--- src/rtl/montgomery_precompute_pkg.sv ---
// Shared constants and state encoding for the Montgomery precompute engine
// and the modular-exponentiation control that reuses them.
package montgomery_precompute_pkg;

  // Operand / modulus width.
  localparam int unsigned BITS  = 32;

  // Step counter width: covers the 2*BITS doubling steps.
  localparam int unsigned CNT_W = $clog2(2 * BITS);

  typedef enum logic [1:0] {
    IDLE = 2'd0,
    RUN  = 2'd1,
    FIN  = 2'd2
  } state_e;

endpackage

--- src/rtl/montgomery_precompute_mod_double_step.sv ---
// One modular doubling step: r2_o = (2*r_i) mod n_i, assuming r_i < n_i.
// Because r_i < n_i, 2*r_i < 2*n_i, so a single conditional subtract suffices.
module mod_double_step
  import montgomery_precompute_pkg::*;
#(
  parameter int unsigned W = BITS
) (
  input  logic [W:0]   r_i,
  input  logic [W-1:0] n_i,
  output logic [W:0]   r2_o
);

  logic [W:0] t;

  // Double, then subtract the modulus once when the result reaches it.
  always_comb begin
    t    = r_i << 1;
    r2_o = (t >= {1'b0, n_i}) ? (t - {1'b0, n_i}) : t;
  end

endmodule

--- src/rtl/montgomery_precompute.sv ---
// Computes N_prime = -N^-1 mod 2^BITS and R2 = 2^(2*BITS) mod N for an odd
// modulus N > 1, one bit/step per cycle over 2*BITS cycles, with a start/done
// handshake. Even N or N == 1 is rejected with error.
module montgomery_precompute
  import montgomery_precompute_pkg::*;
(
  input  logic            clk,
  input  logic            reset,
  input  logic            start,
  input  logic [BITS-1:0] N,
  output logic            busy,
  output logic            done,
  output logic            error,
  output logic [BITS-1:0] N_prime,
  output logic [BITS-1:0] R2
);

  localparam logic [CNT_W-1:0] CNT_NP_END = CNT_W'(BITS);
  localparam logic [CNT_W-1:0] CNT_LAST   = CNT_W'(2 * BITS - 1);

  state_e            state_q, state_d;
  logic [BITS-1:0]   n_q, n_d;
  logic [BITS-1:0]   np_q, np_d;
  logic [BITS-1:0]   acc_q, acc_d;
  logic [BITS:0]     r_q, r_d;
  logic [CNT_W-1:0]  cnt_q, cnt_d;
  logic              done_q, done_d;
  logic              error_q, error_d;
  logic [BITS-1:0]   nprime_q, nprime_d;
  logic [BITS-1:0]   r2_q, r2_d;

  logic [BITS:0]     r_dbl;
  logic [CNT_W-2:0]  bit_idx;

  assign bit_idx = cnt_q[CNT_W-2:0];

  mod_double_step #(
    .W(BITS)
  ) u_dbl (
    .r_i (r_q),
    .n_i (n_q),
    .r2_o(r_dbl)
  );

  // Next-state, datapath updates and busy decode.
  always_comb begin
    state_d  = state_q;
    n_d      = n_q;
    np_d     = np_q;
    acc_d    = acc_q;
    r_d      = r_q;
    cnt_d    = cnt_q;
    error_d  = error_q;
    nprime_d = nprime_q;
    r2_d     = r2_q;
    done_d   = (state_q == FIN);
    busy     = 1'b0;

    case (state_q)
      IDLE: begin
        if (start) begin
          if (!N[0] || (N == BITS'(1))) begin
            error_d  = 1'b1;
            nprime_d = '0;
            r2_d     = '0;
            state_d  = FIN;
          end else begin
            n_d     = N;
            np_d    = '0;
            acc_d   = '0;
            r_d     = (BITS + 1)'(1);
            cnt_d   = '0;
            error_d = 1'b0;
            state_d = RUN;
          end
        end
      end

      RUN: begin
        busy = 1'b1;
        // Hensel lifting: set np bit k whenever acc bit k is still 0, keeping
        // acc == np*N mod 2^BITS; it ends all-ones, i.e. np*N == -1.
        if (cnt_q < CNT_NP_END) begin
          if (!acc_q[bit_idx]) begin
            np_d[bit_idx] = 1'b1;
            acc_d         = acc_q + (n_q << bit_idx);
          end
        end
        r_d   = r_dbl;
        cnt_d = cnt_q + 1'b1;
        if (cnt_q == CNT_LAST) begin
          nprime_d = np_d;
          r2_d     = r_dbl[BITS-1:0];
          state_d  = FIN;
        end
      end

      FIN: begin
        state_d = IDLE;
      end

      default: begin
        state_d = IDLE;
      end
    endcase
  end

  // State and datapath registers; reset overrides everything, including RUN.
  always_ff @(posedge clk) begin
    if (reset) begin
      state_q  <= IDLE;
      n_q      <= '0;
      np_q     <= '0;
      acc_q    <= '0;
      r_q      <= '0;
      cnt_q    <= '0;
      done_q   <= 1'b0;
      error_q  <= 1'b0;
      nprime_q <= '0;
      r2_q     <= '0;
    end else begin
      state_q  <= state_d;
      n_q      <= n_d;
      np_q     <= np_d;
      acc_q    <= acc_d;
      r_q      <= r_d;
      cnt_q    <= cnt_d;
      done_q   <= done_d;
      error_q  <= error_d;
      nprime_q <= nprime_d;
      r2_q     <= r2_d;
    end
  end

  assign done    = done_q;
  assign error   = error_q;
  assign N_prime = nprime_q;
  assign R2      = r2_q;

endmodule

--- config.mk ---
export PLATFORM = sky130hd
export DESIGN_NAME = montgomery_precompute
export DESIGN_NICKNAME = d
export VERILOG_FILES = /design/src/rtl/montgomery_precompute_pkg.sv /design/src/rtl/montgomery_precompute_mod_double_step.sv /design/src/rtl/montgomery_precompute.sv
export SDC_FILE = /design/constraint.sdc
export NUM_CORES = 1
export LEC_CHECK = 0
export ABC_AREA = 1
export CAP_MARGIN = 0
export CORE_MARGIN = 5
export CORE_UTILIZATION = 40
export DETAILED_ROUTE_END_ITERATION = 16
export GPL_ROUTABILITY_DRIVEN = 0
export PLACE_DENSITY_LB_ADDON = 0.1
export SLEW_MARGIN = 20
export SYNTH_ARGS = -nofsm -noshare
export SYNTH_HDL_FRONTEND = slang
export SYNTH_SLANG_ARGS = --single-unit
--- constraint.sdc ---
create_clock -name clk -period 8.9 [get_ports clk]
set_input_delay 2.67 -clock clk [delete_from_list [all_inputs] [get_ports clk]]
set_output_delay 2.67 -clock clk [all_outputs]
set_load 0.03 [all_outputs]
# After elaboration in Yosys (flattened, before gate mapping)
# Index checks and enable logic that the tools add are counted.
# totals
word_cells,72
register_bits,202
inputBits,35
# op_classes
n_reduce_logical,11
eq_ne,10
addsub,3
muxes,31
n_bitwise,2
shift,1
n_lt_le_gt_ge,4
# ops
operator,count
$mux 32,13
$pmux 32 s2,5
$ge 33x32->1,1
$add 32x32->32,1
$eq 32x1->1 const B,1
$or 32x32->32,1
$shl 32x5->32,1
$sub 32x32->32,1
$mux 6,2
$ne 2x2->1 const B,6
$pmux 6 s2,1
$add 6x1->6 const B,1
$eq 6x6->1 const B,1
$lt 5x6->1 const B,1
$lt 6x6->1 const B,1
$mux 2,3
$reduce_and 3->1,2
$bmux 1 s5,1
$demux 1 s5,1
$ge 5x1->1 const B,1
$reduce_and 5->1,1
$mux 1,4
$pmux 2 s2,1
$reduce_and 2->1,2
9 further kinds,9

# Depth between registers and ports, before layout
# logic_depth
ltp_word,9
mapped_depth,26
depth_no_buf,23

# By module
# A second synthesis with hierarchy kept.
# unflattened
cells_unflattened,2412
hier_area_um2,14428.8
# modules_own_cells
module,seq_area_each_um2,instances,area_per_inst_um2,cells_each
montgomery_precompute,4063.9,1,11167.0,1712
mod_double_step,0.0,1,3261.9,700

# Least setup slack after synthesis
# OpenSTA, ideal clock, no wires.
# synth_timing
path_kind,register -> output
from,register state_q[0]
to,output busy
stages_incl_launch_ff,5
t_required_ns,6.230
slack_ns,4.711
t_arrival_ns,1.519
path_cell_list,dfxtp_1 -> inv_1 -> nor2_1 -> clkbuf_1 -> clkbuf_1
# synth_via
elab_chain_len,2
# synth_lines
item,line_no,text
from (decl),montgomery_precompute.sv:21,"state_e state_q, state_d;"
from (signal assigned),montgomery_precompute.sv:122,state_q <= state_d;
$eq 2x1->1,montgomery_precompute.sv:59,case (state_q)
$mux 1,montgomery_precompute.sv:59,
to (decl),montgomery_precompute.sv:11,"output logic busy,"
# Every way passes these cells.

# Worst setup path after layout
# layout_timing
from,input N[1]
to,register nprime_q[31] (netlist: N_prime[31])
# layout_via
elab_chain_len,4
# layout_lines
item,line_no,text
from (decl),montgomery_precompute.sv:10,"input logic [BITS-1:0] N,"
$eq 32x1->1,montgomery_precompute.sv:62,if (!N[0] || (N == BITS'(1))) begin
$logic_or 1x1->1,montgomery_precompute.sv:62,
$ne 2x2->1 (no line),-,
$reduce_and 4->1 (no line),-,
to (signal assigned),montgomery_precompute.sv:130,nprime_q <= nprime_d;
to (decl),montgomery_precompute.sv:29,"logic [BITS-1:0] nprime_q, nprime_d;"
# Every way passes these cells.
# A chain may end at the register's enable or synchronous reset.

==> impl_metrics.yaml <==
grt:
  grt_pass1_vias: 14000
  grt_max_degree: 119
  grt_use_total: 0.237
  grt_pass1_wl_um: 75000
  grt-ovfl-total: 0
  antenna_found_initial: 0
cts:
  clk_pin_slew_ns: 0.06
  clock_latency_ns: 0.53
  clk_root_buffer_cell: "clkbuf_16"
  h-tree-depth: 1
  post_cts_buffers: 0
  cts.sinks: 202
  clock_path_buffers: 3
  hold_buffers: 0
  cts_tree: "built"
  cts_made_buffers: 24
  cts.repair.resized: 0
power:
  power_uw: 2880
  p_leak_uw: 0.00709
  pwr-share-seq: 0.343
  power.density_nw_per_um2: 181
  ir_drop_mv: 0.141
  pwr-share-comb: 0.311
  p_clk_frac: 0.345
  p_int_uw: 1830
  switching_share: 0.363
  p_sw_uw: 1050
sta:
  finClkSkew_ns: 0.0156
  fin_crit_sh: 0.544
  max-slew-margin-rel: 0.303
  finalCriticalPeriod_ns: 4.84
  worst_slew_pin_slew_ns: 1.05
  totalNegativeSetupSlack_ns: 0
  rsz0062_at_grt: "no"
  setup_viol: 0
  max_freq_mhz: 207
  final_max_slew_viol_count: 0
  final-hold-violation-count: 0
  setup_slack_ns: 4.06
routing:
  wl_per_cell_um: 17.0
  avgViaCountPerCell: 5.35
  drt-pass1-iter-count: 6
  vias: 14800
  drt_iter0_markers: 1041
  wl_um: 46900
  drtAntennaViolNets: 0
  drcViolationCount: 0
worst_setup_path:
  cp.required_ns: 9.27
  endpoint_kind: "flop"
  cp.arrival_ns: 5.21
  critPathLaunchType: "input port"
  path_common_cell: "nand2_1"
  cp_slowest_cell: "buf_4"
  cp_num_buf_inv: 3
  cp_slowest_stage_delay_ns: 0.77
  crit_path_max_fanout: 118
  crit_chain: "clkdlybuf4s50_1 > nor2_1 > nand3b_1 > nor3_1 > nand2_1 > nand2_1 > nand2_1 > nand2_4 > buf_4 > inv_1 > nand2_1 > a21oi_1"
  cp_top_family: "buffers and inverters"
  critical_path_class: "input port to flop"
yosys:
  ys_types: 43
  synth_edf_count: 0
  synth.cell_area_um2: 13900
  ys.warnings.count: 0
  synthCells: 2256
  syn-num-nets: 2360
  synth-async-reset-ratio: 0
  synth.area.top_cells: "dfxtp_1 29%, nand2_1 17%, a21oi_1 10%"
  syn_avg_cell_area_um2: 6.15
  synth_ff_type: "dfxtp_1"
  yosysSeqAreaShare: 0.292
  yosysTopAreaCell: "dfxtp_1"
  synth.top_cell.area_share: 0.292
  synth-seq-cells: 202
final_layout:
  fin_nets: 2391
  final_common_cell: "nand2_1"
  final_cell_mix: "638 x nand2_1, 276 x a21oi_1, 217 x o21ai_0, 207 x inv_1, 201 x dfxtp_1"
  fillers: 3655
  n_antenna_cell: 0
  drive_gt1_frac: 0.0395
  syn2layout_area_growth_pct: 14.7
floorplan:
  die_w_um: 196
  start_util: 0.403
  dieArea_um2: 38500
  pin_count: 102
  fp.dieH_um: 196
  std_cell_rows: 68
  core-area_um2: 34400
placed_design:
  dp_slack_ns: 3.46
  io_buffers: 101
  place_hpwl_um: 35300
run_status:
  status: "complete, no violations"
hold_path:
  hold_class: "flop to flop"
run:
  drv_cap: 0
worst reg2reg max path, stage by stage, from the launching register on:
cell,delay [ns]
dfxtp_1,0.94
inv_2,0.44
nor2_1,0.89
a32o_1,0.25
a21oi_1,0.05
o21ai_0,0.18
ha_1,0.36
a21oi_1,0.21
nand2_1,0.08
a21oi_1,0.11
nand2_1,0.07
inv_1,0.05
nand2_1,0.10
inv_1,0.08
nand2_1,0.06
nand3_1,0.07
a21oi_1,0.07
layout make-up:
cell class	count	area (um2)	share of cell area
clock buffers	33	704	0.0443
clock inverters	11	110	0.00692
inverters	215	810	0.0509
multi-input cells	1732	8570	0.539
flip-flops and latches	202	4050	0.254
well taps	455	569	0.0358
repair buffers	112	1090	0.0686
stage by stage:
stage / hold WS, ns / std cells / cell area, um2 / util
after floorplan: 0.441 / 2256 / 13900 / -
after global placement: 0.448 / 2716 / 15100 / 0.439
after detailed placement: 0.452 / 2716 / 15100 / 0.439
after CTS: 0.462 / 2760 / 15900 / 0.463
after global routing: 0.476 / 2760 / 15900 / 0.463
final: 0.461 / 2760 / 15900 / 0.463
flip-flops by register name (all words and copies together) (netlist names), 2 cells and up:
| register | flops |
|---|---|
| N_prime | 32 |
| R2 | 32 |
| acc_q | 32 |
| n_q | 32 |
| np_q | 32 |
| r_q | 32 |
| cnt_q | 6 |
| state_q | 2 |
layer usage:
layer | vias to the layer above | wire length (um) | GRT usage
li1 | 7496 | - | -
met1 | 6835 | 21100 | 0.312
met2 | 351 | 22000 | 0.409
met3 | 97 | 2190 | 0.0232
met4 | 0 | 1640 | 0.0771
met5 | - | 0 | 0
Yosys cell counts, types with 2 or more instances:
cell,n
a21boi_0,2
a21o_1,2
a21oi_1,276
a31oi_1,2
and2_1,3
buf_1,11
buf_2,25
buf_4,7
clkbuf_1,63
dfxtp_1,202
fa_1,2
ha_1,67
inv_1,207
inv_2,7
mux2i_1,6
nand2_1,640
nand2_2,3
nand2_4,2
nand3_1,172
nand3b_1,43
nand4_1,20
nor2_1,199
nor2_2,3
nor2_8,2
nor3_1,10
nor4_1,3
o2111ai_1,4
o211ai_1,10
o21a_1,4
o21ai_0,217
o21bai_1,4
o22ai_1,2
or2_2,11
xnor2_1,13
xor2_1,4
cells by family (layout without fill, tap and decap cells):
family                     after synthesis  after routing  synth area share
adders and majority gates               69             69            0.0633
AOI/OAI and AO/OA                      528            528             0.197
and+or+nand+nor                       1112           1112             0.341
muxes                                    6              6           0.00433
DFF                                    202            202             0.292
buffers and inverters                  322            371            0.0920
xor gates and xnor gates                17             17            0.0107
final timing paths:
path	cells after the start	startpoint	slack, ns	to
setup / recovery	12	N[1]	4.06	N_prime[31]
hold / removal	2	np_q[0]	0.46	np_q[0]
setup reg to reg	16	cnt_q[2]	4.73	acc_q[31]
hold reg to reg	2	np_q[0]	0.46	np_q[0]
power by group through the flow:
stage | Clock, uW | Sequential (uW) | Combinational [uW]
3_3_place_gp | 0 | 1010 | 881
5_1_grt | 1060 | 993 | 999
6_report | 994 | 987 | 896
4_1_cts | 1010 | 987 | 892
3_5_place_dp | 0 | 1010 | 887
2_1_floorplan | 0 | 1040 | 597
No activity file was read; power rests on OpenSTA's default activity.
